File: src/rtl/alu_ctrl_seq.sv
// ---------------------------------------------------------------------------
// alu_ctrl_seq
//
// Multi-cycle control sequencer for a Hack-style CPU built around an external
// combinational 16-bit ALU. The sequencer owns the A register, the D register
// and the program counter. Each instruction is fetched over a valid/ready
// handshake, decoded, optionally given a memory operand (M) through a read
// handshake, executed on the external ALU, and optionally written back to
// data memory through a write/ack handshake.
//
// Instruction formats (16 bits):
//   A-instruction : 0vvv_vvvv_vvvv_vvvv        A <= v, pc <= pc + 1
//   C-instruction : 1xxa_cccc_ccdd_djjj
//     a      (bit 12)    y operand is M (1) or A (0)
//     cccccc (bits 11:6) ALU select word
//     ddd    (bits 5:3)  destinations A, D, M
//     jjj    (bits 2:0)  jump on negative, zero, positive
//
// Ports:
//   clk, rst_n               rising-edge clock, asynchronous active-low reset
//   pc                       instruction address
//   instr_valid/instr/
//   instr_ready              instruction fetch handshake
//   mem_addr                 data memory address (operand read or write)
//   mem_rd/mem_rvalid/
//   mem_rdata                memory operand read handshake
//   mem_we/mem_wdata/
//   mem_wack                 memory write handshake
//   alu_x, alu_y, alu_select operands and select word for the external ALU
//   alu_out, alu_zr, alu_ng  ALU result and flags
//   a_reg, d_reg             architectural A and D registers (debug view)
// ---------------------------------------------------------------------------
module alu_ctrl_seq #(
  parameter int width = 16
) (
  input  logic             clk,
  input  logic             rst_n,
  // Instruction fetch
  output logic [width-1:0] pc,
  input  logic             instr_valid,
  input  logic [15:0]      instr,
  output logic             instr_ready,
  // Data memory
  output logic [width-1:0] mem_addr,
  output logic             mem_rd,
  input  logic             mem_rvalid,
  input  logic [width-1:0] mem_rdata,
  output logic             mem_we,
  output logic [width-1:0] mem_wdata,
  input  logic             mem_wack,
  // External ALU
  output logic [width-1:0] alu_x,
  output logic [width-1:0] alu_y,
  output logic [5:0]       alu_select,
  input  logic [width-1:0] alu_out,
  input  logic             alu_zr,
  input  logic             alu_ng,
  // Debug
  output logic [width-1:0] a_reg,
  output logic [width-1:0] d_reg
);

  typedef enum logic [2:0] {
    S_FETCH  = 3'd0,
    S_DECODE = 3'd1,
    S_MREAD  = 3'd2,
    S_EXEC   = 3'd3,
    S_MWRITE = 3'd4
  } state_e;

  localparam logic [width-1:0] pc_step = width'(1);

  state_e           state;
  state_e           state_nxt;
  logic [15:0]      ir;
  logic [width-1:0] m_lat;

  // Instruction fields, named once so the datapath below reads as intent.
  logic       is_c_instr;
  logic       use_m;
  logic [5:0] comp;
  logic       dst_a;
  logic       dst_d;
  logic       dst_m;
  logic       jmp_lt;
  logic       jmp_eq;
  logic       jmp_gt;
  logic       jump_taken;
  logic       fetch_fire;

  assign is_c_instr = ir[15];
  assign use_m      = ir[12];
  assign comp       = ir[11:6];
  assign dst_a      = ir[5];
  assign dst_d      = ir[4];
  assign dst_m      = ir[3];
  assign jmp_lt     = ir[2];
  assign jmp_eq     = ir[1];
  assign jmp_gt     = ir[0];

  // Flags come straight from the ALU during EXEC, which is the only state in
  // which the jump decision is consumed.
  assign jump_taken = (jmp_lt & alu_ng) | (jmp_eq & alu_zr) |
                      (jmp_gt & ~alu_ng & ~alu_zr);

  // instr_ready is registered so it stays low for the whole reset period
  // and rises only once the sequencer has actually left reset.
  assign fetch_fire = instr_valid & instr_ready;

  // D is always the x operand; the debug ports expose the registers directly.
  assign alu_x = d_reg;

  // -------------------------------------------------------------------------
  // Next-state and ALU drive
  // -------------------------------------------------------------------------
  always_comb begin
    // NOTE: every output of this block is given a value before the case so no
    // path through it leaves a signal unassigned, which would infer a latch.
    state_nxt  = state;
    alu_select = 6'b000000;
    alu_y      = a_reg;

    unique case (state)
      S_FETCH: begin
        if (fetch_fire) state_nxt = S_DECODE;
      end

      S_DECODE: begin
        if (!is_c_instr)  state_nxt = S_FETCH;
        else if (use_m)   state_nxt = S_MREAD;
        else              state_nxt = S_EXEC;
      end

      S_MREAD: begin
        if (mem_rvalid) state_nxt = S_EXEC;
      end

      S_EXEC: begin
        alu_select = comp;
        alu_y      = use_m ? m_lat : a_reg;
        state_nxt  = dst_m ? S_MWRITE : S_FETCH;
      end

      S_MWRITE: begin
        if (mem_wack) state_nxt = S_FETCH;
      end

      default: begin
        state_nxt = S_FETCH;
      end
    endcase
  end

  // -------------------------------------------------------------------------
  // State register, handshake outputs and architectural state
  // -------------------------------------------------------------------------
  always_ff @(posedge clk or negedge rst_n) begin
    if (!rst_n) begin
      // NOTE: every register here, datapath included, is reset so the debug
      // ports and memory interface show defined values straight out of reset.
      // An abandoned write is dropped immediately because mem_we is cleared
      // by the asynchronous reset, not on the next clock.
      state       <= S_FETCH;
      pc          <= '0;
      a_reg       <= '0;
      d_reg       <= '0;
      ir          <= '0;
      m_lat       <= '0;
      instr_ready <= 1'b0;
      mem_rd      <= 1'b0;
      mem_we      <= 1'b0;
      mem_addr    <= '0;
      mem_wdata   <= '0;
    end else begin
      // NOTE: non-blocking assignments make every right-hand side below read
      // the pre-edge value. That is what gives the old-A behaviour: the jump
      // target and write address use A as it was, even when A is also a
      // destination of the same instruction.
      state       <= state_nxt;
      instr_ready <= (state_nxt == S_FETCH);
      mem_rd      <= (state_nxt == S_MREAD);
      mem_we      <= (state_nxt == S_MWRITE);

      unique case (state)
        S_FETCH: begin
          if (fetch_fire) ir <= instr;
        end

        S_DECODE: begin
          if (!is_c_instr) begin
            a_reg <= width'(ir);
            pc    <= pc + pc_step;
          end else if (use_m) begin
            // The read address is A, stable for the whole read.
            mem_addr <= a_reg;
          end
        end

        S_MREAD: begin
          if (mem_rvalid) m_lat <= mem_rdata;
        end

        S_EXEC: begin
          if (dst_d) d_reg <= alu_out;
          if (dst_a) a_reg <= alu_out;
          if (dst_m) begin
            mem_addr  <= a_reg;
            mem_wdata <= alu_out;
          end
          // pc wraps silently at the top of the address space.
          pc <= jump_taken ? a_reg : pc + pc_step;
        end

        S_MWRITE: begin
          // Address and data are held until the write is acknowledged.
        end

        default: begin
        end
      endcase
    end
  end

endmodule

File: config.mk
export PLATFORM = sky130hd
export DESIGN_NAME = alu_ctrl_seq
export DESIGN_NICKNAME = d
export VERILOG_FILES = /design/src/rtl/alu_ctrl_seq.sv
export SDC_FILE = /design/constraint.sdc
export NUM_CORES = 1
export LEC_CHECK = 0
export CAP_MARGIN = 5
export CORE_MARGIN = 1
export CORE_UTILIZATION = 47
export DETAILED_ROUTE_END_ITERATION = 7
export PLACE_DENSITY = 0.79
export SLEW_MARGIN = 10
export SYNTH_ARGS = -nofsm -noshare
export SYNTH_HDL_FRONTEND = slang
export SYNTH_SLANG_ARGS = --single-unit
File: constraint.sdc
create_clock -name clk -period 2.6 [get_ports clk]
set_clock_uncertainty 0.1 [all_clocks]
set_input_delay 0.65 -clock clk [delete_from_list [all_inputs] [get_ports clk]]
set_output_delay 0.65 -clock clk [all_outputs]
set_load 0.03 [all_outputs]
Yosys cells after proc, flatten, opt, wreduce, memory -nomap -nowiden

Index checks and enable logic that the tools add are counted.

Register bits after elaboration: 118
Bits of input ports: 55
Output and inout port bits: 121

$add $sub $neg: 1
Eq/ne operators: 11
Multiplexer cells: 20
Bitwise logic cells: 9
Reductions and logical operators: 10

Operators by type and width:

| kind                    | number |
|---|---|
| $mux W16                | 9 |
| $pmux W16 S2            | 3 |
| $add A16 B1 Y16 const B | 1 |
| $pmux W3 S5             | 1 |
| $mux W3                 | 4 |
| $ne A2 B2 Y1 const B    | 5 |
| $reduce_and A2 Y1       | 5 |
| $eq A3 B2 Y1 const B    | 3 |
| $eq A3 B3 Y1 const B    | 2 |
| $logic_not A3 Y1        | 2 |
| $mux W6                 | 1 |
| $and A1 B1 Y1           | 5 |
| $reduce_and A4 Y1       | 1 |
| $eq A3 B1 Y1 const B    | 1 |
| $reduce_and A3 Y1       | 1 |
| $mux W2                 | 1 |
| $not A1 Y1              | 2 |
| $or A1 B1 Y1            | 2 |
| $reduce_bool A2 Y1      | 1 |
| $mux W1                 | 1 |

Depth between registers and ports, before layout

Depth after elaboration: 6
Gate-level depth with buffers: 7

Least setup slack after synthesis

Ideal clock, no wire load.

Kind: reg-to-output
From: register state[1]
To: output alu_y[10]
Arrival time: 1,518 ps
Required time: 1,850 ps
Path slack: 332 ps
Cell stages (with the launch flop): 7
Cells stage by stage: dfrtp_1 > buf_4 > and3b_1 > buf_4 > nand2_4 > buf_6 > mux2_2

Word-level cells in the longest chain between the ends: 2

RTL lines:

| item                     | line | text |
|---|---|---|
| start: declaration       | 73   | `state_e state;` |
| start signal: assignment | 179  | `state <= state_nxt;` |
| $eq A3 B2 Y1             | 123  | `unique case (state)` |
| $mux W16                 | 123  |  |
| end: declaration         | 53   | `output logic [width-1:0] alu_y,` |

No other way between the ends.

Worst setup path after layout

From: register state[1]
To: output alu_y[8]

Same word-level chain as after synthesis.

==> results.cfg <==
[floorplanning]
fp.dieH_um = 110.8
ioPinCount = 176
die_area_um2 = 12270
rows = 39
core_um2 = 11470
start_util = 0.4851
dieWidth_um = 110.8

[synth]
yosys.area_share.simple = 0.09874
syn_inst = 438
synth_top_area_share = 0.5308
synth-compound-area-share = 0.06793
synth_area_leaders = dfrtp_1, mux2_2, mux2i_1
ys_seq_area_frac = 0.5308
syn_nets = 494
ys_warn_count = 0
synth_edf_count = 0
synth_largest_area_cell = dfrtp_1
synth.most_common_cell = dfrtp_1
synth_adder_area_share = 0.002249
synth_common_cells = dfrtp_1, mux2_2, mux2i_1, nand2_1, buf_4
synthXorXnorAreaFrac = 0
muxShareOfSynthArea = 0.2429
synth_top_family_by_area = multiplexers
ys_seq_elements = 118
synth_cell_types = 50
ys.flop_type = dfrtp_1
async_flop_share = 1.000
syn_area_per_cell_um2 = 12.70
syn-cell-area_um2 = 5563

[hold_path]
min_path_type = reg -> reg
hold_start = mem_wdata[11]$_DFFE_PN0N_
hold_depth = 1

[global_routing]
grt_overflow = 0
grt_max_degree = 63
grt_usage = 0.2475
grt_pass1_wl_um = 23750
grt_pass1_vias = 4599
antenna_found_initial = 0

[setup_path]
critPathLaunch = state[1]$_DFF_PN0_
crit_chain = and3b_2 > nand2_4 > mux2_2 > buf_4
cp-end-kind = output port
crit_type = reg -> out
rr_startpoint = state[0]$_DFF_PN0_
cp_max_fo = 8
crit_family = simple AND/OR/NAND/NOR gates
max_stage_delay_ps = 380
arrival_ps = 1780
path_buf_inv = 1
critPathLaunchType = flip-flop
reg2regPathDepth = 5
cpMaxStageDelayCell = dfrtp_1
worstPathRequired_ps = 1850
crit_cells = 4

[sta]
fmaxAchievable_mhz = 395.8
slew_viol_final = 0
grt_setup_unrepaired = no
setup_viol = 0
period_share = 0.9717
slew_headroom = 0.5670
fin_setup_tns_ps = 0
worst_slew_pin_slew_ps = 647.1
hold_violations = 0
fin_crit_ps = 2526

[finish]
area_delta_synth_final_pct = 42.40
final_nets = 662
stdcell_count = 762
fillers = 801
num_antenna_cells = 0
drive_above_1_share = 0.2827

[cts]
clkSinkCount = 118
cts-root-buf = clkbuf_16
htree_levels = 4
clockBufferDepth = 2
clk_latency_ps = 410
cts_made_buffers = 17
clk_pin_slew_ps = 50
tritoncts = built
post_cts_buffers = 0

[drt]
drc_errors = 0
num_vias = 4198
avgRoutedWirePerCell_um = 19.25
ant_nets = 0
drtPass1Iterations = 6
vias_per_cell = 5.509
first_iter_violations = 207
routed_wl_um = 14670

[power]
leakage_nw = 3.495
power.total_mw = 11.88
p_per_area_nw_per_um2 = 1499
ir_drop_mv = 0.9904

[outcome]
status = complete, no violations

[placed_design]
port_buffers = 175
dp_hpwl_um = 10280
place.gp.congestion = 0.8098
dp.cells = 728

[flow_run]
cap_viol_max_count = 0
[timing repair]
action	in CTS	in global routing
setup endpoints to repair	0	16
hold buffers	1	0
endpoints found under the hold margin	10	0
gates resized for setup	0	2
[through the flow]
stage / setup WS, ps / cell area, µm² / hold slack, ps / utilization
floorplan: 331.9 / 5563 / 254.4 / -
global placement: 153.0 / 7274 / 374.3 / 0.6344
detailed placement: 79.34 / 7274 / 380.6 / 0.6344
CTS: 8.192 / 7909 / 392.8 / 0.6897
global route: 7.539 / 7921 / 414.5 / 0.6908
finish: 73.54 / 7921 / 387.5 / 0.6908
[cells in the final DEF (no fill, tap or decap), drive strengths merged, types with 6 or more instances in the layout]
cell,synthesis,routed
a21oi,13,13
a2bb2oi,8,8
and2,7,7
buf,33,36
clkbuf,8,22
clkdlybuf4s50,0,152
clkinv,0,6
dfrtp,118,118
inv,6,6
mux2,96,96
mux2i,27,27
nand2,31,32
nand3,13,13
nand4,12,12
nor2,6,6
o21ai,20,20
[power breakdown]
group / total, mW / switching (mW) / internal, mW
clock: 2.48 / 0.806 / 1.67
sequential: 3.54 / 0.809 / 2.73
combinational: 5.86 / 3.27 / 2.59
total: 11.9 / 4.89 / 6.99
[layer usage]
layer | part of all wire | vias up | GRT usage
met5 | 0 | - | 0
met4 | 0.011 | 0 | 0.07467
met3 | 0.077 | 19 | 0.08693
met2 | 0.49 | 186 | 0.4021
met1 | 0.43 | 2089 | 0.3107
li1 | - | 1904 | -
[layout make-up]
| type | instances | area [µm²] | area share |
|---|---|---|---|
| inverters | 6 | 22.52 | 0.002843 |
| well taps | 143 | 178.9 | 0.02259 |
| multi-input cells | 274 | 2303 | 0.2908 |
| flip-flops and latches | 118 | 2953 | 0.3728 |
| clock buffers | 22 | 474.2 | 0.05986 |
| repair buffers | 189 | 1839 | 0.2322 |
| clock inverters | 10 | 150.1 | 0.01895 |
[worst register-to-register path, delay by kind of cell (launching register included)]
family                 cells  cell delay (ps)
AND/OR/NAND/NOR            3             1230
flip-flops                 1              350
buffers and inverters      1              190
AO/OA/AOI/OAI              1              110
[worst paths after layout]
check	endpoint	slack [ps]
max in group asynchronous	m_lat[8]$_DFFE_PN0P_	1280
setup reg to reg	pc[8]$_DFFE_PN0P_	540
hold / removal	mem_wdata[11]$_DFFE_PN0N_	390
setup / recovery	alu_y[8]	70
min in group asynchronous	mem_wdata[2]$_DFFE_PN0N_	550
hold reg to reg	mem_wdata[11]$_DFFE_PN0N_	390
[logic make-up (layout without fill, tap and decap cells)]
group / Yosys count / after routing
flops: 118 / 118
mux: 123 / 123
compound gates: 54 / 54
simple gates: 95 / 96
buf+inv: 47 / 227
fa+ha+maj: 1 / 1
Note: power is estimated with default switching activity, not from simulation.
